[config.mk]
export PLATFORM = sky130hd
export DESIGN_NAME = gate_bist
export DESIGN_NICKNAME = d
export VERILOG_FILES = /design/src/rtl/gate_bist.sv
export SDC_FILE = /design/constraint.sdc
export NUM_CORES = 1
export LEC_CHECK = 0
export CAP_MARGIN = 0
export CORE_MARGIN = 2
export CORE_UTILIZATION = 49
export DETAILED_ROUTE_END_ITERATION = 8
export GPL_TIMING_DRIVEN = 0
export MAX_ROUTING_LAYER = met4
export PLACE_DENSITY = 0.75
export SYNTH_ARGS = -nofsm -noshare
export SYNTH_HDL_FRONTEND = slang
export SYNTH_SLANG_ARGS = --single-unit
[constraint.sdc]
create_clock -name clk -period 2 [get_ports clk]
set_clock_uncertainty 0.1 [all_clocks]
set_input_delay 0.4 -clock clk [delete_from_list [all_inputs] [get_ports clk]]
set_output_delay 0.4 -clock clk [all_outputs]
set_load 0.1 [all_outputs]
[src/rtl/gate_bist.sv]
// gate_bist: hardware self-test driver and checker for a two-input, one-output gate
//   clk        rising-edge clock
//   rst_n      synchronous active-low reset
//   start      run request; accepted in IDLE or DONE, ignored while busy
//   in1, in2   registered vector driven to the gate, {in1,in2} = vector index
//   out1       gate response, sampled once per vector at the end of its settle window
//   busy       high while a run is in progress
//   done       one-cycle pulse when a run completes
//   pass       last completed run had zero mismatches
//   err_count  saturating mismatch count of the current/last run
//   fail_vec   sticky per-vector mismatch mask of the current/last run
module gate_bist #(
    parameter int         SETTLE_CYCLES = 3,
    parameter logic [3:0] TRUTH         = 4'b1000,
    parameter int         PASSES        = 1
) (
    input  logic       clk,
    input  logic       rst_n,
    input  logic       start,
    output logic       in1,
    output logic       in2,
    input  logic       out1,
    output logic       busy,
    output logic       done,
    output logic       pass,
    output logic [7:0] err_count,
    output logic [3:0] fail_vec
);
    localparam logic [1:0] IDLE = 2'd0;
    localparam logic [1:0] RUN  = 2'd1;
    localparam logic [1:0] DONE = 2'd2;
    localparam logic [7:0] SLOAD = 8'(SETTLE_CYCLES - 1);
    localparam logic [5:0] PLAST = 6'(PASSES - 1);

    logic [1:0] state_q, state_d;
    logic [1:0] v_q, v_d;
    logic [5:0] pcnt_q, pcnt_d;
    logic [7:0] scnt_q, scnt_d;
    logic       busy_q, busy_d;
    logic       done_q, done_d;
    logic       pass_q, pass_d;
    logic [7:0] err_q, err_d;
    logic [3:0] fail_q, fail_d;
    logic       miss, last;
    logic [7:0] err_inc;

    // The comparison always uses v_q, the vector being retired on this edge.
    assign miss    = out1 != TRUTH[v_q];
    assign last    = (v_q == 2'd3) && (pcnt_q == PLAST);
    assign err_inc = (miss && err_q != 8'hff) ? err_q + 8'd1 : err_q;

    always_comb begin
        state_d = state_q;
        v_d     = v_q;
        pcnt_d  = pcnt_q;
        scnt_d  = scnt_q;
        busy_d  = busy_q;
        done_d  = 1'b0;
        pass_d  = pass_q;
        err_d   = err_q;
        fail_d  = fail_q;
        if (state_q != RUN) begin
            if (start) begin
                state_d = RUN;
                busy_d  = 1'b1;
                pass_d  = 1'b0;
                err_d   = 8'd0;
                fail_d  = 4'd0;
                v_d     = 2'd0;
                pcnt_d  = 6'd0;
                scnt_d  = SLOAD;
            end
        end else if (scnt_q != 8'd0) begin
            scnt_d = scnt_q - 8'd1;
        end else begin
            err_d  = err_inc;
            fail_d = fail_q | (miss ? 4'b0001 << v_q : 4'b0000);
            v_d    = v_q + 2'd1;
            scnt_d = SLOAD;
            pcnt_d = (v_q == 2'd3) ? pcnt_q + 6'd1 : pcnt_q;
            if (last) begin
                state_d = DONE;
                busy_d  = 1'b0;
                done_d  = 1'b1;
                pass_d  = err_inc == 8'd0;
                v_d     = 2'd0;
                pcnt_d  = 6'd0;
            end
        end
    end

    always_ff @(posedge clk) begin
        if (!rst_n) begin
            state_q <= IDLE;
            v_q     <= 2'd0;
            pcnt_q  <= 6'd0;
            scnt_q  <= 8'd0;
            busy_q  <= 1'b0;
            done_q  <= 1'b0;
            pass_q  <= 1'b0;
            err_q   <= 8'd0;
            fail_q  <= 4'd0;
        end else begin
            state_q <= state_d;
            v_q     <= v_d;
            pcnt_q  <= pcnt_d;
            scnt_q  <= scnt_d;
            busy_q  <= busy_d;
            done_q  <= done_d;
            pass_q  <= pass_d;
            err_q   <= err_d;
            fail_q  <= fail_d;
        end
    end

    assign in1       = v_q[1];
    assign in2       = v_q[0];
    assign busy      = busy_q;
    assign done      = done_q;
    assign pass      = pass_q;
    assign err_count = err_q;
    assign fail_vec  = fail_q;
endmodule

Yosys cells after proc, flatten, opt, wreduce, memory -nomap -nowiden
Index checks and enable logic that the tools add are counted.

operators by class
  reductions and logical operators = 11
  bitwise gates (word level) = 2
  shifts and indexed selects = 1
  multiplexer cells = 35
  add/sub/neg operators = 4
  magnitude comparators = 1
  equality and inequality tests = 6

operators by type and width
  kind                   number
  $mux W8                7
  $mux W6                5
  $mux W2                8
  $mux W4                4
  $mux W1                10
  $add A8 B1 Y8 const B  1
  $logic_not A8 Y1       1
  $ne A8 B8 Y1 const B   1
  $reduce_bool A8 Y1     1
  $sub A8 B1 Y8 const B  1
  $add A6 B1 Y6 const B  1
  $logic_not A6 Y1       1
  $reduce_and A3 Y1      2
  $ne A2 B2 Y1 const B   2
  $or A4 B4 Y4           1
  $shl A1 B2 Y4 const A  1
  $lt A2 B3 Y1 const B   1
  $reduce_bool A3 Y1     1
  $reduce_or A3 Y1       1
  $add A2 B1 Y2 const B  1
  $bmux W1 S2            1
  $eq A2 B2 Y1 const B   1
  $logic_and A1 B1 Y1    2
  $ne A2 B1 Y1 const B   1
  other kinds (4)        4

word-level totals
  output and inout port bits = 17
  bits in registers = 33

Logic depth before layout (Yosys ltp)
Gate-level depths: netlist of run 1.

  depth in word-level cells = 9
  mapped depth = 8

Worst setup path after synthesis of run 1
OpenSTA, ideal clock, no wires.

  path kind = register to register
  from = reg v_q[1]
  to = reg err_q[7], in the netlist err_count[7]
  path slack = -0.790 ns
  buffers on the path = 0
  required time = 1.809 ns
  clock period less this slack = 2.790 ns
  arrival time = 2.598 ns
  cell stages (with the launch flop) = 8
  setup time = 0.091 ns
  path through = dfxtp_1 -> ha_1 -> ha_1 -> and4b_1 -> o21ai_0 -> nor3_1 -> nor2_1 -> a311oi_1

on the way
  word-level cells in the longest chain between the ends = 7

ends and longest elaborated chain
  item                           RTL line  text
  start, declared                36        logic [1:0] v_q, v_d;
  start signal, assigned         105       v_q <= v_d;
  $bmux W1 S2                    48        assign miss = out1 != TRUTH[v_q];
  $mux W1 (not written as such)  48
  $ne A1 B1 Y1                   48
  $logic_and A1 B1 Y1            50        assign err_inc = (miss && err_q != 8'hff) ? err_q + 8'd1 : err_q;
  $mux W8                        50
  $mux W8                        73        end else if (scnt_q != 8'd0) begin
  $mux W8                        62        if (state_q != RUN) begin
  end signal, assigned           111       err_q <= err_d;
  end, declared                  42        logic [7:0] err_q, err_d;

Every way passes these cells. The select of a mux whose other input is x is not followed.
A chain may end at the register's enable or synchronous reset.

Worst setup path in the final report of run 1
  from = reg v_q[1]
  to = reg pass_q, in the netlist pass

on the way
  word-level cells in the longest chain between the ends = 9

ends and longest elaborated chain
  item                           RTL line  text
  $bmux W1 S2                    48
  $mux W1 (not written as such)  48
  $ne A1 B1 Y1                   48
  $logic_and A1 B1 Y1            50
  $mux W8                        50
  $logic_not A8 Y1               85        pass_d = err_inc == 8'd0;
  $mux W1                        81        if (last) begin
  $mux W1                        73
  $mux W1                        62
  end signal, assigned           110       pass_q <= pass_d;
  end, declared                  41        logic pass_q, pass_d;

Parallel ways exist; a longest one is shown, timed or not. The select of a mux whose other input is x is not followed.

==> impl_metrics.toml, run 1 <==
[status]
status = "finished, final reports clean"

[floorplanning]
start_util_pct = 51.3
dieWidth_um = 63.1
dieArea_um2 = 3980
pin_count = 21
die_h_um = 63.1
core_area_um2 = 3340
row_count = 21

[synthesis]
synth_xor_area_share_pct = 3.07
synth_edf_count = 0
synth-main-ff-cell = "dfxtp_1"
synth_simple_gate_area_share_pct = 25.1
syn_avg_cell_area_um2 = 8.32
yosysSeqAreaShare_pct = 37.4
synth-compound-area-share_pct = 23.3
synth_top_family_by_area = "simple AND/OR/NAND/NOR gates"
muxShareOfSynthArea_pct = 0
async_reset_ff_share_pct = 0
ys_types = 46
ys_ff_latch = 32
yosysWarnings = 0
postSynthCellCount = 206
synth-adder-area-share_pct = 7.30
syn_nets = 220
synth_area_um2 = 1710

[setup_path]
crit_arrival_ns = 2.13
critPathMaxFanout = 5
r2r_slack_ns = 0.04
rr_endpoint = "pass$_SDFFE_PN0P_"
end_kind = "flip-flop"
r2r_cells = 7
cp-start-kind = "flip-flop"
cp_data_required_time_ns = 2.17
timing.rr.start = "v_q[1]$_SDFFE_PN0P_"
path_class = "reg2reg"

[cells_and_area]
num_antenna_cells = 0
fill_cells = 292
final_area_um2 = 2260
final_cell_mix = "a21oi_1 (25), nor2_1 (25), dfxtp_1 (19), clkdlybuf4s15_2 (15), nand2_1 (13)"
multiInputGateArea_um2 = 1090
area_growth_pct = 31.8
drive_gt1_share_pct = 32.9
seq_area_um2 = 672
post-route-util_pct = 67.6
fin_nets = 259

[detailed_routing]
wl_per_cell_um = 14.1
drcViolationCount = 0
vias = 1654
first_pass_iters = 6
viasPerCell = 5.66
antenna_left = 0
drt-initial-drc-count = 95
routed_wl_um = 4110

[clock_tree]
ctsLongestPathBuffers = 2
cts_tree = "built"
clkSinkCount = 32
htree_levels = 2
numCtsBuffers = 5
holdBufCountCts = 0
cts-root-buf = "clkbuf_4"
clk_latency_ns = 0.33
path_clk_slew_ns = 0.10

[sta]
tightestPinTransition_ns = 0.559
setup_tns_ns = 0
report.final.hold_viol_count = 0
min_period_ns = 1.96
slew_headroom_pct = 62.9
post-route-period-util_pct = 98.0
slew_viol_final = 0
finalSetupViolCount = 0
rsz0062_at_grt = "true"
max_freq_mhz = 510

[power_and_ir_drop]
p_per_area_nw_per_um2 = 658
p_leak_uw = 0.000821
p_total_uw = 1490
max-vdd-ir-drop_v = 0.000606

[global_route]
grt_pass1_wl_um = 6990
grt_use_total_pct = 22.4
grt_busiest_layer = "met2"
grt_antenna_before_repair = 0
grtUsageMet1_pct = 27.0
grt_use_met3_pct = 3.93
grtUsageMet2_pct = 38.2
grt_pass1_vias = 1557
grt.overflow.total = 0
grt_max_degree = 11

[placement]
dpl_cell_area_um2 = 2030
port_buffers = 19
dp_hpwl_um = 2720
gp_congestion = 0.910

[min_path]
min_path_type = "reg2reg"
whs_endpoint = "err_count[0]$_SDFFE_PN0P_"
min_from = "err_count[0]$_SDFFE_PN0P_"
hold_depth = 1

[run]
max_cap_viol_count = 0
-- registers in the layout, indices dropped and copies added (netlist names) --
register and flops:
err_count 8, pass 1, state_q 2, pcnt_q 6, v_q 2, done 1
scnt_q 8, fail_vec 4
-- per-layer routing --
layer  up-vias  routed length [µm]
li1        830                   -
met1       787                1940
met2        30                1990
met3         7                 138
met4         0                  44
met5         -                   0
-- worst max path at each step --
stage | cells past startpoint | slack, ns | to | start
5_1_grt | 7 | -0.05 | err_count[7]$_SDFFE_PN0P_ | v_q[1]$_SDFFE_PN0P_
2_1_floorplan | 7 | 0.006 | pass$_SDFFE_PN0P_ | v_q[1]$_SDFFE_PN0P_
4_1_cts | 1 | 0.0008 | fail_vec[0] | fail_vec[0]$_SDFFE_PN0P_
3_3_place_gp | 8 | -0.30 | pass$_SDFFE_PN0P_ | out1
3_5_place_dp | 8 | -0.33 | pass$_SDFFE_PN0P_ | out1
6_report | 7 | 0.04 | pass$_SDFFE_PN0P_ | v_q[1]$_SDFFE_PN0P_
-- per-stage QoR --
step	worst slack (ns)	hold slack [ns]	std cells
global route	-0.0486	0.390	292
floorplan	0.00620	0.352	206
CTS	0.000751	0.362	286
finish	0.0396	0.381	292
global placement	-0.296	0.358	271
detailed placement	-0.330	0.361	271
-- what timing repair did --
action | CTS | global route
pin swaps | 3 | 10
endpoints found under the setup margin | 29 | 22
gates cloned | 0 | 0
buffers inserted | 7 | 6
gates resized for setup | 53 | 23
-- cell families (layout without fill, tap and decap cells) --
family,Yosys count,count (layout)
simple gates,81,81
compound gates,62,62
flops,32,32
buf+inv,15,55
fa+ha+maj,10,10
xor+xnor,6,6
-- synthesized netlist by cell type (3+ instances only) --
cell	n	area share (%)
a21oi_1	27	7.9
nand2_1	14	3.1
nand3_1	7	2.0
nor3_1	8	2.3
xnor2_1	5	2.6
inv_1	8	1.8
dfxtp_1	32	37
ha_1	10	7.3
o221a_2	3	2.0
nand4_1	7	2.6
nor2_1	26	5.7
a211oi_1	3	1.3
o21ai_0	12	3.5
clkbuf_1	5	1.1
-- report_power, final --
| group | switching [µW] | internal (µW) | total [µW] |
|---|---|---|---|
| clock network | 223 | 129 | 352 |
| registers | 34.5 | 663 | 698 |
| logic | 263 | 172 | 436 |
-- critical path: stages (launching register included) --
cell and delay, ns:
dfxtp_4 0.38, ha_4 0.18, ha_4 0.29, and3b_2 0.24, a21o_1 0.21, a211oi_2 0.22
o2111ai_1 0.14, o21ai_1 0.14
-- area by class of cell --
class	instances	area share (%)
plain buffers	7	2.27
clock buffers	5	1.66
clock inverters	3	0.610
inverters	8	1.44
multi-input cells	159	48.3
flip-flops and latches	32	29.8
well taps	46	2.55
repair buffers	32	13.4
Note: power is estimated with default switching activity, not from simulation.
==> run 2: changes to the inputs <==
- ABC_CLOCK_PERIOD_IN_PS: default -> 2000
==> results of run 2 <==
No change in the layout: final DEF, timing and power equal those of run 1.
==> run 3: changes to the inputs <==
- MAX_ROUTING_LAYER: met4 -> default
==> run 3 against run 2 <==
Net effect: worst hold slack lost 0.00084 ns; utilization is the same; register-to-register slack is essentially flat; fmax shrank 0.25%; sequential share of layout area is the same; die area is the same; non-clock buffer count is the same; wire length is essentially flat; final area is the same; count of clock-buffer cells in the layout is the same; largest cell class unchanged; largest power group unchanged.
==> impl_metrics.toml, run 3 (synthesized netlist as in run 1, its figures left out) <==
[status]
status = "finished, final reports clean"

[clock_tree]
numCtsBuffers = 5
cts-root-buf = "clkbuf_4"
ctsLongestPathBuffers = 2
holdBufCountCts = 0
path_clk_slew_ns = 0.10
cts_tree = "built"
clk_latency_ns = 0.33
htree_levels = 2
clkSinkCount = 32

[floorplanning]
pin_count = 21
row_count = 21
core_area_um2 = 3340
dieArea_um2 = 3980
start_util_pct = 51.3
die_h_um = 63.1
dieWidth_um = 63.1

[power_and_ir_drop]
max-vdd-ir-drop_v = 0.000607
p_sw_uw = 522
p_sw_share_pct = 35.1
p_per_area_nw_per_um2 = 658
p_seq_share_pct = 47.0
p_leak_uw = 0.000821
clock_power_share_pct = 23.8
intPower_uw = 965
combPwrFrac_pct = 29.3

[global_route]
grt_antenna_before_repair = 0
grt_max_degree = 11
grt_pass1_vias = 1558
grt_pass1_wl_um = 6980
grt_use_total_pct = 21.8
grt.overflow.total = 0

[sta]
max_freq_mhz = 509
setup_tns_ns = 0
timing.hold.ws_ns = 0.380
slew_headroom_pct = 62.9
rsz0062_at_grt = "true"
slew_viol_final = 0
min_period_ns = 1.97
report.final.hold_viol_count = 0
finalSetupViolCount = 0
post-route-period-util_pct = 98.3
tightestPinTransition_ns = 0.559

[placement]
gp_congestion = 0.895
dp_hpwl_um = 2720
port_buffers = 19

[run]
max_cap_viol_count = 0

[cells_and_area]
fin_nets = 259
final_cell_mix = "a21oi_1 (25), nor2_1 (25), dfxtp_1 (19), clkdlybuf4s15_2 (15), nand2_1 (13)"
area_growth_pct = 31.8
drive_gt1_share_pct = 32.9
num_antenna_cells = 0

[setup_path]
cp-start-kind = "flip-flop"
critPathMaxFanout = 5
cp_data_required_time_ns = 2.17
path_class = "reg2reg"
crit_arrival_ns = 2.14
end_kind = "flip-flop"

[detailed_routing]
first_pass_iters = 4
drcViolationCount = 0
vias = 1641
wl_per_cell_um = 14.1
routed_wl_um = 4110
viasPerCell = 5.62
drt-initial-drc-count = 81
antenna_left = 0

[min_path]
min_path_type = "reg2reg"
[run 3: cell counts in the layout (fill, tap and decap cells not counted)]
Identical to the previous run, type by type.
[run 3: path summary, 6_finish.rpt]
| check | start | end | slack [ns] | cells past startpoint |
|---|---|---|---|---|
| setup / recovery | v_q[1]$_SDFFE_PN0P_ | pass$_SDFFE_PN0P_ | 0.03 | 7 |
| hold / removal | err_count[0]$_SDFFE_PN0P_ | err_count[0]$_SDFFE_PN0P_ | 0.38 | 1 |
| setup reg to reg | v_q[1]$_SDFFE_PN0P_ | pass$_SDFFE_PN0P_ | 0.03 | 7 |
| hold reg to reg | err_count[0]$_SDFFE_PN0P_ | err_count[0]$_SDFFE_PN0P_ | 0.38 | 1 |
[run 3: power by group through the flow]
| stage | Clock (µW) | Combinational (µW) | Sequential [µW] |
|---|---|---|---|
| finish | 353 | 435 | 698 |
| floorplan | 0 | 206 | 775 |
| global route | 378 | 476 | 702 |
| detailed placement | 0 | 348 | 712 |
| CTS | 359 | 395 | 696 |
| global placement | 0 | 344 | 712 |
[run 3: final cells by class]
cell class,instances,area (µm²)
buffer,7,51.3
inverter,8,32.5
fill,292,1080
timing repair buffer,32,303
clock inverter,3,13.8
clock buffer,5,37.5
sequential,32,672
tap,46,57.6
multi-input combinational,159,1090
[run 3: stage by stage]
stage	area, µm²	instances	worst slack, ns	total power, µW	utilization [%]
after global routing	2260	292	-0.0486	1560	67.6
after floorplan	1780	206	0.00620	980	-
after detailed placement	2030	271	-0.330	1060	60.8
after CTS	2160	286	0.000751	1450	64.8
after global placement	2030	271	-0.296	1060	60.8
final	2260	292	0.0347	1490	67.6
[run 3: timing repair]
item,in CTS,in global routing
endpoints found under the hold margin,0,0
pin swaps,3,10
setup endpoints to repair,29,22
setup buffers,7,6
gates cloned,0,0
resized for setup,53,23
[run 3: worst max-delay path: stages, from the launching register on]
cell       delay (ns)
dfxtp_4          0.38
ha_4             0.18
ha_4             0.29
and3b_2          0.24
a21o_1           0.21
a211oi_2         0.22
o2111ai_1        0.15
o21ai_1          0.14
[run 3: layer usage]
metal | vias to the layer above | GRT usage (%) | wire length [µm]
met2 | 16 | 38.2 | 1970
met4 | 0 | 6.67 | 45
met3 | 7 | 3.93 | 115
li1 | 831 | - | -
met5 | - | 0 | 0
met1 | 787 | 27.0 | 1980
